**src/rtl/vend_pkg.sv**
```systemverilog
// Shared types for the change-payout controller: coin values, coin select and payout states.
package vend_pkg;

    localparam int DENOM_5  = 5;
    localparam int DENOM_10 = 10;
    localparam int DENOM_25 = 25;

    typedef enum logic [1:0] {NONE, C5, C10, C25} coin_sel_e;

    typedef enum logic [2:0] {IDLE, PICK, EJECT, DONE, FAULT} pay_state_e;

endpackage

```
**src/rtl/coin_tube_counter.sv**
```systemverilog
// Saturating per-denomination tube counter; a coin arriving at a full tube is
// diverted to the cashbox and flagged with a one-cycle overflow pulse.
module coin_tube_counter #(
    parameter int TUBE_MAX = 15,
    parameter int CNT_W    = 4
) (
    input  logic             clk,
    input  logic             reset,
    input  logic             inc,
    input  logic             dec,
    output logic [CNT_W-1:0] count,
    output logic             overflow
);

    logic [CNT_W-1:0] count_q, count_d;
    logic             overflow_q, overflow_d;

    always_comb begin
        count_d    = count_q;
        overflow_d = 1'b0;
        // A coin in and a coin out on the same edge cancel, even at a full tube.
        if (inc && !dec) begin
            if (count_q == CNT_W'(TUBE_MAX)) overflow_d = 1'b1;
            else                             count_d    = count_q + 1'b1;
        end else if (dec && !inc && count_q != '0) begin
            count_d = count_q - 1'b1;
        end
    end

    always_ff @(posedge clk) begin
        if (!reset) begin
            count_q    <= '0;
            overflow_q <= 1'b0;
        end else begin
            count_q    <= count_d;
            overflow_q <= overflow_d;
        end
    end

    assign count    = count_q;
    assign overflow = overflow_q;

endmodule

```
**src/rtl/change_dispenser.sv**
```systemverilog
// Change-payout controller: tracks coin tubes and pays change greedily
// (largest coin first) through a req/ack handshake with the hopper.
module change_dispenser
    import vend_pkg::*;
#(
    parameter int TUBE_MAX    = 15,
    parameter int CNT_W       = 4,
    parameter int AMT_W       = 8,
    parameter int ACK_TIMEOUT = 15
) (
    input  logic             clk,
    input  logic             reset,
    input  logic             coin_5,
    input  logic             coin_10,
    input  logic             coin_25,
    input  logic             chg_valid,
    input  logic [AMT_W-1:0] chg_amount,
    output logic             chg_ready,
    output logic             eject_5,
    output logic             eject_10,
    output logic             eject_25,
    input  logic             eject_ack,
    output logic             chg_done,
    output logic             chg_short,
    output logic [AMT_W-1:0] chg_remain,
    output logic             overflow,
    output logic             fault,
    output logic [CNT_W-1:0] tube_5,
    output logic [CNT_W-1:0] tube_10,
    output logic [CNT_W-1:0] tube_25
);

    localparam int TMO_W = $clog2(ACK_TIMEOUT + 1);

    pay_state_e       state_q, state_d;
    coin_sel_e        sel_q, sel_d;
    logic [AMT_W-1:0] rem_q, rem_d, remain_q, remain_d, denom;
    logic [TMO_W-1:0] tmo_q, tmo_d;
    logic             fault_q, fault_d, done_q, done_d, short_q, short_d;
    logic [2:0]       ej_q, ej_d;
    logic [2:0]       ovf;
    logic             ack_ok;

    assign ack_ok = (state_q == EJECT) && eject_ack;

    coin_tube_counter #(.TUBE_MAX(TUBE_MAX), .CNT_W(CNT_W)) u_tube_5 (
        .clk(clk), .reset(reset), .inc(coin_5), .dec(ack_ok && sel_q == C5),
        .count(tube_5), .overflow(ovf[0]));
    coin_tube_counter #(.TUBE_MAX(TUBE_MAX), .CNT_W(CNT_W)) u_tube_10 (
        .clk(clk), .reset(reset), .inc(coin_10), .dec(ack_ok && sel_q == C10),
        .count(tube_10), .overflow(ovf[1]));
    coin_tube_counter #(.TUBE_MAX(TUBE_MAX), .CNT_W(CNT_W)) u_tube_25 (
        .clk(clk), .reset(reset), .inc(coin_25), .dec(ack_ok && sel_q == C25),
        .count(tube_25), .overflow(ovf[2]));

    always_comb begin
        case (sel_q)
            C5:      denom = AMT_W'(DENOM_5);
            C10:     denom = AMT_W'(DENOM_10);
            C25:     denom = AMT_W'(DENOM_25);
            default: denom = '0;
        endcase
    end

    always_comb begin
        state_d  = state_q;
        sel_d    = sel_q;
        rem_d    = rem_q;
        remain_d = remain_q;
        tmo_d    = tmo_q;
        fault_d  = fault_q;
        ej_d     = ej_q;
        done_d   = 1'b0;
        short_d  = 1'b0;
        case (state_q)
            IDLE: begin
                if (chg_valid && !fault_q) begin
                    rem_d    = chg_amount;
                    remain_d = '0;
                    state_d  = PICK;
                end
            end
            PICK: begin
                tmo_d = '0;
                if (rem_q >= AMT_W'(DENOM_25) && tube_25 != '0) begin
                    sel_d = C25; ej_d = 3'b100; state_d = EJECT;
                end else if (rem_q >= AMT_W'(DENOM_10) && tube_10 != '0) begin
                    sel_d = C10; ej_d = 3'b010; state_d = EJECT;
                end else if (rem_q >= AMT_W'(DENOM_5) && tube_5 != '0) begin
                    sel_d = C5;  ej_d = 3'b001; state_d = EJECT;
                end else begin
                    // Done/short flags are registered here so they line up with the DONE cycle.
                    sel_d    = NONE;
                    done_d   = 1'b1;
                    short_d  = (rem_q != '0);
                    remain_d = rem_q;
                    state_d  = DONE;
                end
            end
            EJECT: begin
                if (eject_ack) begin
                    ej_d    = 3'b000;
                    rem_d   = rem_q - denom;
                    state_d = PICK;
                end else if (tmo_q == TMO_W'(ACK_TIMEOUT - 1)) begin
                    ej_d     = 3'b000;
                    fault_d  = 1'b1;
                    remain_d = rem_q;
                    state_d  = FAULT;
                end else begin
                    tmo_d = tmo_q + 1'b1;
                end
            end
            DONE:    state_d = IDLE;
            FAULT:   state_d = FAULT;
            default: state_d = IDLE;
        endcase
    end

    always_ff @(posedge clk) begin
        if (!reset) begin
            state_q  <= IDLE;
            sel_q    <= NONE;
            rem_q    <= '0;
            remain_q <= '0;
            tmo_q    <= '0;
            fault_q  <= 1'b0;
            ej_q     <= 3'b000;
            done_q   <= 1'b0;
            short_q  <= 1'b0;
        end else begin
            state_q  <= state_d;
            sel_q    <= sel_d;
            rem_q    <= rem_d;
            remain_q <= remain_d;
            tmo_q    <= tmo_d;
            fault_q  <= fault_d;
            ej_q     <= ej_d;
            done_q   <= done_d;
            short_q  <= short_d;
        end
    end

    assign chg_ready  = (state_q == IDLE) && !fault_q;
    assign eject_5    = ej_q[0];
    assign eject_10   = ej_q[1];
    assign eject_25   = ej_q[2];
    assign chg_done   = done_q;
    assign chg_short  = short_q;
    assign chg_remain = remain_q;
    assign fault      = fault_q;
    assign overflow   = |ovf;

endmodule

```
**config.mk**
```make
export PLATFORM = sky130hd
export DESIGN_NAME = change_dispenser
export DESIGN_NICKNAME = d
export VERILOG_FILES = /design/src/rtl/vend_pkg.sv /design/src/rtl/coin_tube_counter.sv /design/src/rtl/change_dispenser.sv
export SDC_FILE = /design/constraint.sdc
export NUM_CORES = 1
export LEC_CHECK = 0
export BUFFER_PORTS_ARGS = -buffer_cell sky130_fd_sc_hd__clkbuf_2
export CAP_MARGIN = 20
export CORE_UTILIZATION = 56
export DETAILED_ROUTE_END_ITERATION = 10
export MAX_ROUTING_LAYER = met4
export PLACE_DENSITY = 0.82
export SLEW_MARGIN = 20
export SYNTH_ARGS = -nofsm -noshare
export SYNTH_HDL_FRONTEND = slang
export SYNTH_SLANG_ARGS = --single-unit
```
**constraint.sdc**
```tcl
create_clock -name clk -period 2.8 [get_ports clk]
set_input_delay 0.42 -clock clk [delete_from_list [all_inputs] [get_ports clk]]
set_output_delay 0.42 -clock clk [all_outputs]
set_load 0.02 [all_outputs]
```
==> out/results.txt <==
Crit path required time: 2.99 ns
Fmax: 407 MHz
total die area: 4960 um^2
Final Setup Violations: 0
Finished Cell Area: 2960 um^2
CORE AREA: 4410 um^2
hold_buf cts: 0
final hold vios: 0
Reg power frac: 42.5%
TNS Setup: 0 ns
max-slew violation count: 0
CP Launch Type: flip-flop
leak pwr: 1.26 nW
wirelength, routed: 6.14 mm
CTS tree: done
NumNets Final: 377
Max clock buf depth: 2
worst slew pin tran: 0.517 ns
first-pass GRT wire length: 10.4 mm
drt first pass iters: 4
vias per inst: 5.99
Vias: 2385
Max-Cap Viols: 0
clock skew: 0.00753 ns
HP Class: in -> reg
hold slack final: 0.381 ns
routability cong.: 0.895
yosys warns: 0
post-place setup slack: 0.315 ns
Pint: 1.20 mW
Synth area leaders: dfxtp_1 (35%), ha_1 (6.2%), mux2i_1 (5.3%)
H-tree levels: 2
post-synthesis sequential area ratio: 35.1%
Skew-Pair Late Insertion Delay: 0.30 ns
fin crit share: 87.8%
Reg2Reg Setup Slack: 0.34 ns
logic gate share of total power: 35.4%
# clock sinks: 46
clock power share: 22.1%
Worst EP arrival: 2.65 ns
Yosys top cell area share: 35.1%
Final WS setup: 0.340 ns
RSZ-0062 raised after global routing: no
share of layout cells above drive strength 1: 19.4%
Die Wd: 70.4 um
Distinct cells, synth: 53
worst-path fanout max: 10
vias in the first global route: 2318
routed len/inst: 15.4 um
Starting Density: 59.4%
area leader, netlist: dfxtp_1
Port Buffers: 42
P_sw: 725 uW
I/O pin total: 43
global route overflow: 0
root buffer cell: clkbuf_8
DP Wirelength: 4.49 mm
largest net degree at the start of global routing: 26
Non-Filler Instances: 398
first-iteration detailed-routing DRC count: 144
synthesis-to-layout area growth: 13.0%
Post-Place Cell Area: 2870 um^2
number of synthesized flops with an enable pin: 0
cell area after synthesis: 2620 um^2
status: completed
drc violations: 0
Diodes inserted: 0
min cycle time layout: 2.46 ns
Sw Ratio: 37.7%
CP Class: reg -> reg
Gate Count Post-Synth: 304
cell area power density: 649 nW/um^2
Post-synth top flop: dfxtp_1
ANT nets after route: 0
syn_area_per_cell: 8.62 um^2
Die Ht: 70.4 um
Worst Setup End Kind: flip-flop
Worst slew margin: 65.2%
total setup buffers inserted after CTS: 0
Clock Pin Slew Worst Setup and Hold Paths: 0.09 ns
row cnt: 24
flops & latches, synth: 46
Worst VDD drop: 0.000301 V
antenna violations before repair: 0
post-cts sizing count: 0
syn_nets: 336
cts bufs inserted: 5
placed insts: 390
GRT Resource Usage Total: 27.0%
Async SR Flop Fraction: 0%
## placed cells by master, fill, tap and decap left out, types with 5 or more instances in the layout
| cell | count |
|---|---|
| xnor2_1 | 8 |
| mux2i_1 | 14 |
| nand2_1 | 36 |
| nand2b_1 | 5 |
| ha_1 | 13 |
| nor2_1 | 32 |
| nand3_1 | 5 |
| buf_4 | 8 |
| inv_1 | 8 |
| clkbuf_2 | 42 |
| a21oi_1 | 19 |
| o21ai_0 | 15 |
| a21o_1 | 5 |
| nor3_1 | 8 |
| nor4_1 | 7 |
| dfxtp_1 | 46 |
| nand4_1 | 5 |
| clkbuf_8 | 6 |
| a31oi_1 | 7 |
## cell usage after synthesis (all sizes together), types with 5 or more instances
master and count:
nand3 5, ha 13, clkbuf 8, dfxtp 46, a31oi 7, o211ai 5, a21o 5, nor2 32
nor3 8, buf 8, mux2i 14, nand2 36, nor4 8, nand2b 5, nand4 5, xnor2 8
o21ai 15, a21oi 19, inv 8
## cell type report
cell class	instances	area [um^2]
repair buffers	50	270
clock buffers	7	86.3
multi-input cells	233	1580
clock inverters	1	5.00
well taps	52	65.1
fillers	394	1450
inverters	9	33.8
flip-flops and latches	46	921
## through the flow
step | utilization [%] | power (mW)
after global placement | 65.0 | 1.47
after floorplan | - | 1.33
final | 67.1 | 1.92
after detailed placement | 65.0 | 1.50
after global routing | 67.1 | 2.04
after CTS | 67.1 | 1.92
## worst max-delay path, cell delays in order (launching register included)
cell	delay, ns
dfxtp_1	0.40
nand4bb_1	0.44
o21ai_0	0.36
ha_1	0.28
a21o_1	0.17
a21oi_1	0.14
mux2_2	0.36
xnor2_1	0.15
nor2_1	0.05
## metal layers
metal	global-route usage, %	share of wire (%)	wire length [um]
met1	33.2	44	2710
met2	43.5	49	3040
met3	6.06	5.1	312
met4	9.56	1.3	77
met5	-	0	0
## sequential cells by signal, indices dropped and copies added (netlist names)
| register | count |
|---|---|
| chg_remain | 8 |
| rem_q | 8 |
| tmo_q | 4 |
| u_tube_10.count | 4 |
| u_tube_25.count | 4 |
| u_tube_5.count | 4 |
| ej_q | 3 |
| state_q | 3 |
| sel_q | 2 |
| chg_done | 1 |
| chg_short | 1 |
| fault | 1 |
| u_tube_10.overflow | 1 |
| u_tube_25.overflow | 1 |
| u_tube_5.overflow | 1 |
## power groups by stage
stage,clock network [mW],registers (mW),logic [mW]
5_1_grt,0.456,0.826,0.755
3_5_place_dp,0,0.829,0.669
2_1_floorplan,0,0.839,0.493
4_1_cts,0.428,0.814,0.674
3_3_place_gp,0,0.825,0.645
6_report,0.425,0.817,0.679
## worst paths after layout
check           startpoint                 to  depth (start not counted)
min reg2reg  chg_remain[6]      chg_remain[6]                          2
max reg2reg     state_q[0]  u_tube_5.count[3]                          8
min          chg_amount[4]           rem_q[4]                          3
max             state_q[0]  u_tube_5.count[3]                          8
## kinds of logic (layout without fill, tap and decap cells)
| group | Yosys count | in the layout | synth area share (%) |
|---|---|---|---|
| multiplexers | 16 | 16 | 6.21 |
| AO/OA/AOI/OAI | 72 | 72 | 18.7 |
| flip-flops | 46 | 46 | 35.1 |
| adder cells (fa/ha/maj) | 17 | 17 | 9.26 |
| XOR/XNOR | 12 | 12 | 4.01 |
| AND/OR/NAND/NOR | 116 | 116 | 22.1 |
| buffers and inverters | 25 | 67 | 4.54 |
(Power assumes the default switching activity.)
